## config.mk

```make
export PLATFORM = sky130hd
export DESIGN_NAME = coin_payout_sequencer
export DESIGN_NICKNAME = d
export VERILOG_FILES = /design/src/rtl/coin_payout_sequencer.sv
export SDC_FILE = /design/constraint.sdc
export NUM_CORES = 1
export LEC_CHECK = 0
export BUFFER_PORTS_ARGS = -buffer_cell sky130_fd_sc_hd__buf_2
export CORE_UTILIZATION = 59
export CTS_CLUSTER_DIAMETER = 200
export DETAILED_ROUTE_END_ITERATION = 8
export PLACE_DENSITY_LB_ADDON = 0.08
export REMOVE_ABC_BUFFERS = 1
export SYNTH_ARGS = -nofsm -noshare
export SYNTH_HDL_FRONTEND = slang
export SYNTH_SLANG_ARGS = --single-unit
```

## constraint.sdc

```tcl
create_clock -name clock -period 3 [get_ports clock]
set_input_delay 0.3 -clock clock [delete_from_list [all_inputs] [get_ports clock]]
set_output_delay 0.3 -clock clock [all_outputs]
set_load 0.02 [all_outputs]
```

## src/rtl/coin_payout_sequencer.sv

```systemverilog
// Coin payout sequencer: arbitrates change and coin-return requests and pays each out
// greedily from the 5/2/1 hoppers, one coin at a time, with inventory tracking and timeout fault.
module coin_payout_sequencer #(
   parameter int INV_W    = 4,
   parameter int INV_INIT = 8,
   parameter int TIMEOUT  = 15
) (
   input  logic             clock,
   input  logic             reset,
   input  logic             chg_req,
   input  logic [3:0]       chg_amt,
   input  logic             cr_req,
   input  logic [3:0]       cr_amt,
   output logic             chg_ack,
   output logic             cr_ack,
   output logic [2:0]       hop_fire,
   input  logic             hop_done,
   input  logic             refill,
   output logic [INV_W-1:0] inv5,
   output logic [INV_W-1:0] inv2,
   output logic [INV_W-1:0] inv1,
   output logic             busy,
   output logic             done,
   output logic             done_src,
   output logic [3:0]       shortfall,
   output logic             fault,
   output logic [2:0]       fsm_state
);

   // Handshakes: req is a level held until its one-cycle ack; hop_fire is a one-cycle
   // pulse per coin and hop_done is only honoured while waiting for that coin.
   typedef enum logic [2:0] {
      S_IDLE   = 3'd0,
      S_SELECT = 3'd1,
      S_FIRE   = 3'd2,
      S_WAIT   = 3'd3,
      S_FINISH = 3'd4,
      S_FAULT  = 3'd5
   } state_t;

   localparam logic [INV_W-1:0] INV_FULL  = INV_W'(INV_INIT);
   localparam logic [7:0]       TIMER_MAX = 8'(TIMEOUT);

   state_t     state, state_next;
   logic [3:0] rem;
   logic       src;
   logic       last_grant;
   logic [2:0] sel;
   logic [7:0] timer;

   logic       grant_chg, grant_cr;
   logic [2:0] pick;
   logic [3:0] coin_val;
   logic [7:0] timer_inc;

   logic       chg_ack_d, cr_ack_d, done_d, done_src_d, busy_d, fault_d;
   logic [2:0] fire_d;
   logic [3:0] shortfall_d;

   assign fsm_state = state;
   assign timer_inc = timer + 8'd1;

   // On a tie, grant whichever requester did not win last time.
   assign grant_chg = chg_req && (!cr_req || last_grant);
   assign grant_cr  = cr_req && (!chg_req || !last_grant);

   always_comb begin
      pick = 3'b000;
      if (rem >= 4'd5 && inv5 != '0)
         pick = 3'b100;
      else if (rem >= 4'd2 && inv2 != '0)
         pick = 3'b010;
      else if (rem != 4'd0 && inv1 != '0)
         pick = 3'b001;
   end

   always_comb begin
      coin_val = 4'd0;
      if (sel[2])
         coin_val = 4'd5;
      else if (sel[1])
         coin_val = 4'd2;
      else if (sel[0])
         coin_val = 4'd1;
   end

   always_ff @(posedge clock) begin
      if (reset)
         state <= S_IDLE;
      else
         state <= state_next;
   end

   always_comb begin
      state_next = state;
      case (state)
         S_IDLE:   if (grant_chg || grant_cr) state_next = S_SELECT;
         S_SELECT: state_next = (pick != 3'b000) ? S_FIRE : S_FINISH;
         S_FIRE:   state_next = S_WAIT;
         S_WAIT: begin
            if (hop_done)
               state_next = S_SELECT;
            else if (timer_inc == TIMER_MAX)
               state_next = S_FAULT;
         end
         S_FINISH: state_next = S_IDLE;
         S_FAULT:  state_next = S_FAULT;
         default:  state_next = S_IDLE;
      endcase
   end

   // Next values for the registered outputs, so each pulse lines up with the state it belongs to.
   always_comb begin
      chg_ack_d   = (state == S_IDLE) && grant_chg;
      cr_ack_d    = (state == S_IDLE) && grant_cr;
      fire_d      = (state == S_SELECT) ? pick : 3'b000;
      done_d      = (state == S_SELECT) && (pick == 3'b000);
      done_src_d  = done_d ? src : 1'b0;
      shortfall_d = done_d ? rem : 4'd0;
      busy_d      = (state_next != S_IDLE);
      fault_d     = (state_next == S_FAULT);
   end

   always_ff @(posedge clock) begin
      if (reset) begin
         chg_ack    <= 1'b0;
         cr_ack     <= 1'b0;
         hop_fire   <= 3'b000;
         done       <= 1'b0;
         done_src   <= 1'b0;
         shortfall  <= 4'd0;
         busy       <= 1'b0;
         fault      <= 1'b0;
         inv5       <= INV_FULL;
         inv2       <= INV_FULL;
         inv1       <= INV_FULL;
         rem        <= 4'd0;
         src        <= 1'b0;
         last_grant <= 1'b1;
         sel        <= 3'b000;
         timer      <= 8'd0;
      end else begin
         chg_ack   <= chg_ack_d;
         cr_ack    <= cr_ack_d;
         hop_fire  <= fire_d;
         done      <= done_d;
         done_src  <= done_src_d;
         shortfall <= shortfall_d;
         busy      <= busy_d;
         fault     <= fault_d;
         case (state)
            S_IDLE: begin
               if (grant_chg || grant_cr) begin
                  rem        <= grant_cr ? cr_amt : chg_amt;
                  src        <= grant_cr;
                  last_grant <= grant_cr;
               end else if (refill) begin
                  inv5 <= INV_FULL;
                  inv2 <= INV_FULL;
                  inv1 <= INV_FULL;
               end
            end
            S_SELECT: if (pick != 3'b000) sel <= pick;
            S_FIRE:   timer <= 8'd0;
            S_WAIT: begin
               if (hop_done) begin
                  rem <= rem - coin_val;
                  if (sel[2]) inv5 <= inv5 - INV_W'(1);
                  if (sel[1]) inv2 <= inv2 - INV_W'(1);
                  if (sel[0]) inv1 <= inv1 - INV_W'(1);
               end else begin
                  timer <= timer_inc;
               end
            end
            default: ;
         endcase
      end
   end

endmodule
```

* Word level (Yosys, flattened, before mapping) *
Cells that the tools add are included.

operators by class
  add/sub/neg operators = 5
  order comparisons = 2
  equal/unequal tests = 14
  muxes and demuxes = 28
  bitwise gates (word level) = 2
  reduce and logical (&&, ||, !) cells = 33

operators with widths
  cell                                                  number
  2-to-1 mux 4 bit                                      11
  one-hot mux 4 bit (2 select lines)                    4
  2-to-1 mux 3 bit                                      6
  != test 2 bit (second input constant)                 8
  one-hot mux 8 bit (2 select lines)                    1
  nonzero test 4 bit                                    4
  one-hot mux 3 bit (5 select lines)                    1
  AND reduction 5 bit                                   3
  subtractor 4 x 1 -> 4 bit (second input constant)     3
  adder 8 x 1 -> 8 bit (second input constant)          1
  == test 8 x 4 -> 1 bit (second input constant)        1
  logical AND 1 bit                                     8
  2-to-1 mux 8 bit                                      1
  == test 3 x 2 -> 1 bit (second input constant)        2
  == test 3 bit (second input constant)                 2
  zero test 3 bit                                       2
  AND reduction 2 bit                                   3
  nonzero test 3 bit                                    2
  >= comparator 4 x 2 -> 1 bit (second input constant)  1
  >= comparator 4 x 3 -> 1 bit (second input constant)  1
  2-to-1 mux 2 bit                                      2
  nonzero test 2 bit                                    2
  OR reduction 2 bit                                    2
  subtractor 4 bit                                      1
  6 further kinds                                       12

storage, ports and cells
  bits in registers = 45
  input port bits = 14
  output and inout bits = 28
  word-level logic and storage cells = 101

* Depth between registers and ports, before layout *
  depth in word-level cells = 9
  depth in mapped cells = 10
  depth with buffers taken out = 9

* Worst setup path before layout *
No wires, ideal clock.

  path kind = flip-flop to flip-flop
  from = register sel[1]
  to = register rem[2]
  setup time = 128 ps
  arrival time = 1734 ps
  required time = 2872 ps
  setup slack = 1138 ps
  stages on the path, launching flop included = 11
  buffers on the path = 1
  period minus slack after synthesis = 1862 ps
  cells stage by stage = dfxtp_1 -> clkbuf_1 -> inv_1 -> a21o_1 -> ha_1 -> fa_1 -> xnor2_1 -> nor2_1 -> a21oi_1 -> mux2i_1 -> nor2_1

on the way
  cells in the longest elaborated chain, start to end = 5

ends and longest elaborated chain
  item                                RTL line  text
  start: declaration                  48        logic [2:0] sel;
  start signal: assignment            163       S_SELECT: if (pick != 3'b000) sel <= pick;
  2-to-1 mux 2 bit                    81        else if (sel[1])
  2-to-1 mux 3 bit                    79        if (sel[2])
  subtractor 4 bit                    167       rem <= rem - coin_val;
  2-to-1 mux 4 bit                    166       if (hop_done) begin
  one-hot mux 4 bit (2 select lines)  151       case (state)
  end signal: assignment              154       rem <= grant_cr ? cr_amt : chg_amt;
  end signal: assignment              167
  end: declaration                    45        logic [3:0] rem;

No other way between the ends. The select of a mux whose other input is x is not followed.
A chain may end at the register's enable or synchronous reset.

* Worst setup path in the final report *
  from = register state[1] (netlist: fsm_state[1])
  to = register timer[7]

on the way
  cells in the longest elaborated chain, start to end = 3
  elaborated cells between the ends (all ways) = 6
  classes of those cells = eq/ne (3); mux (1); reduce/logical (2)

ends and longest elaborated chain
  item                                                                  RTL line  text
  start: declaration                                                    44        state_t state, state_next;
  start signal: assignment                                              91        state <= state_next;
  == test 3 x 2 -> 1 bit                                                151
  != test 2 bit (no source line) or nonzero test 2 bit (tied branches)  --
  AND reduction 2 bit (no source line)                                  --
  end signal: assignment                                                172       timer <= timer_inc;
  end: declaration                                                      49        logic [7:0] timer;

Parallel ways exist; a longest one is shown, timed or not.

==> impl_results.md <==
* Clock sinks at 45
* Worst setup path class: reg2reg
* Sw frac at 0.3517
* Post-CTS Setup Bufs at 0
* Hold Crit Class: in2reg
* Asr flop ratio synth at 0
* Min-Delay Endpoint: chg_ack
* Final setup viols at 0
* Total wire length at 4753 um
* GRT Util Overall at 0.2449
* Router iterations before antenna repair at 4
* Initial Util at 0.6249
* Placement Cell Area at 2550 um2
* Design Area, Final at 2666 um2
* Max Cap Viol at 0
* Status: finished clean
* Post-synthesis sequential area ratio at 0.3879
* Worst r2r dst: timer[7]
* CTS buffer count at 5
* Number of diodes at 0
* Leakage at 0.001128 uW
* Critical path launch point type: flop
* Final core utilization at 0.7175
* Post-Syn Instances at 276
* Pre-CTS setup slack at 1019 ps
* Commonest non-fill, non-tap cell in the layout: dfxtp_1
* Residual DRC at 0
* P_sw at 631.3 uW
* CTS H-tree depth at 2
* Antenna-violating nets left at 0
* Final Skew at 16.27 ps
* CP arrival at 2250 ps
* Routed wire per std cell at 13.13 um
* Initial antenna violation count at 0
* Worst skew pair latency at 300 ps
* PnR worst setup slack at 989.1 ps
* Hold_buf cts at 0
* RR Startpoint: fsm_state[1]
* Worst hold start: chg_req
* CTS max path bufs at 2
* Hold depth at 3
* Synth Register Bits at 45
* Final period util at 0.6703
* Synth area leaders: dfxtp_1 39%, ha_1 5.9%, nor2_1 5.8%
* Critical Path RT at 3240 ps
* CTS tree: built
* Clock-pin slew on the worst setup and hold paths at 90 ps
* Post-Syn Area at 2322 um2
* Int Pwr at 1164 uW
* Hold Vio Cnt, Final at 0
* Yosys warns at 0
* Clk pwr share at 0.261
* RSZ-0062 raised after global routing: no
* Fmax at 497.3 MHz
* Yosys top cell area share at 0.3879
* Worst-path fanout max at 16
* Die width at 64.74 um
* Share of cells above drive strength 1 at 0.1815
* Commonest non-fill, non-tap cells in the layout: 45 x dfxtp_1, 41 x buf_2, 36 x nor2_1
* Vert. Die Dim at 64.74 um
* First-pass GRT wire length at 7928 um
* Rows at 22
* R2R cell count at 4
* Vias in the first global route at 1782
* DRT iter0 DRCs at 98
* Slew @ Worst Pin at 731.8 ps
* I/O Pins at 42
* Seq pwr share at 0.421
* Full die area at 4191 um2
* Avg Cell Area, Syn at 8.414 um2
* Endpoint type of the worst setup path: flop
* Crit path time final at 2011 ps
* Rel. slew slack at 0.5122
* Post-CTS sizing at 0
* Cell taking the most area after synthesis: dfxtp_1
* Final HPWL DP at 3432 um
* Final Max Tran Viols at 0
* GRT overflow at 0
* Area growth, synth to finish at 14.82%
* TNS Setup at 0 ps
* Combinational group share of total power at 0.317
* R2R Setup Slk at 990 ps
* Pin count of the biggest net entering global routing at 25
* Pwr/cell area at 673.2 nW/um2
* Root Driver: clkbuf_8
* Nets at 339
* Worst vdd ir at 0.3714 mV
* Most used DFF post-synth: dfxtp_1
* Drt via density at 5.762
* EDFF count, synth at 0
* GP Congestion at 0.8274
* Core footprint at 3716 um2
* Distinct cells, synth at 49
* Via Count at 2086
* PortBufs at 41
## flip-flops by register name, indices dropped and copies added, names as in the netlist, 3 cells and up
signal	count
inv5	4
timer	8
shortfall	4
inv1	4
inv2	4
rem	4
sel	3
hop_fire	3
fsm_state	3
## cell type report
type / count / area, um2
timing repair buffer: 43 / 220.2
fill: 318 / 1050
inverter: 16 / 60.06
clock buffer: 7 / 86.33
clock inverter: 1 / 30.03
multi-input combinational: 202 / 1309
sequential: 45 / 900.9
tap: 48 / 60.06
## worst max path at each step
stage | start | end | slack [ps] | cells past startpoint
after floorplan | fsm_state[1] | inv5[3] | 1040 | 5
final | fsm_state[1] | timer[7] | 990 | 4
after global routing | fsm_state[1] | timer[7] | 840 | 4
after CTS | fsm_state[1] | timer[7] | 1000 | 4
after detailed placement | fsm_state[1] | timer[7] | 1020 | 4
after global placement | fsm_state[1] | timer[7] | 1080 | 4
## worst max-delay path, stage by stage (launching register included)
cell and delay [ps]:
dfxtp_1 620, nand3b_4 260, or2_1 380, or4_1 530
a21oi_1 150
## synth_stat cells (all sizes together), types with 8 or more instances
| cell type | instances |
|---|---|
| inv | 16 |
| nor2 | 36 |
| o21ai | 19 |
| mux2i | 8 |
| a21oi | 26 |
| clkbuf | 10 |
| nand2 | 13 |
| ha | 11 |
| dfxtp | 45 |
| nor3 | 12 |
## stage by stage
step                      hold WS [ps]  power, uW  std cells
after floorplan                  369.1       1177        263
after global placement           462.9       1315        354
after detailed placement         467.9       1333        354
after CTS                        290.2       1802        362
after global routing             299.9       1919        362
final                            290.9       1795        362
## routing by layer
metal | vias to the layer above | track usage | wire (um)
met4 | 0 | 0.08333 | 79
li1 | 1048 | - | -
met2 | 58 | 0.3997 | 2169
met1 | 970 | 0.3139 | 2265
met3 | 10 | 0.05810 | 240
met5 | - | 0 | 0
## power groups by stage
stage               clock network (uW)  logic [uW]  registers (uW)
floorplan                            0         391             786
global placement                     0         551             764
detailed placement                   0         564             769
CTS                                481         566             755
global route                       509         640             770
finish                             469         569             756
## cells by family (layout without fill, tap and decap cells)
logic type                 count (synthesis)  after routing  share of synthesized area
muxes                                      9              9                    0.03933
buffers and inverters                     29             67                    0.04849
and+or+nand+nor                          109            109                     0.2640
AOI/OAI and AO/OA                         68             68                     0.1773
adders and majority gates                 12             12                    0.06789
xor gates and xnor gates                   4              4                    0.01509
DFF                                       45             45                     0.3879
Power figures use the tool's default switching activity.
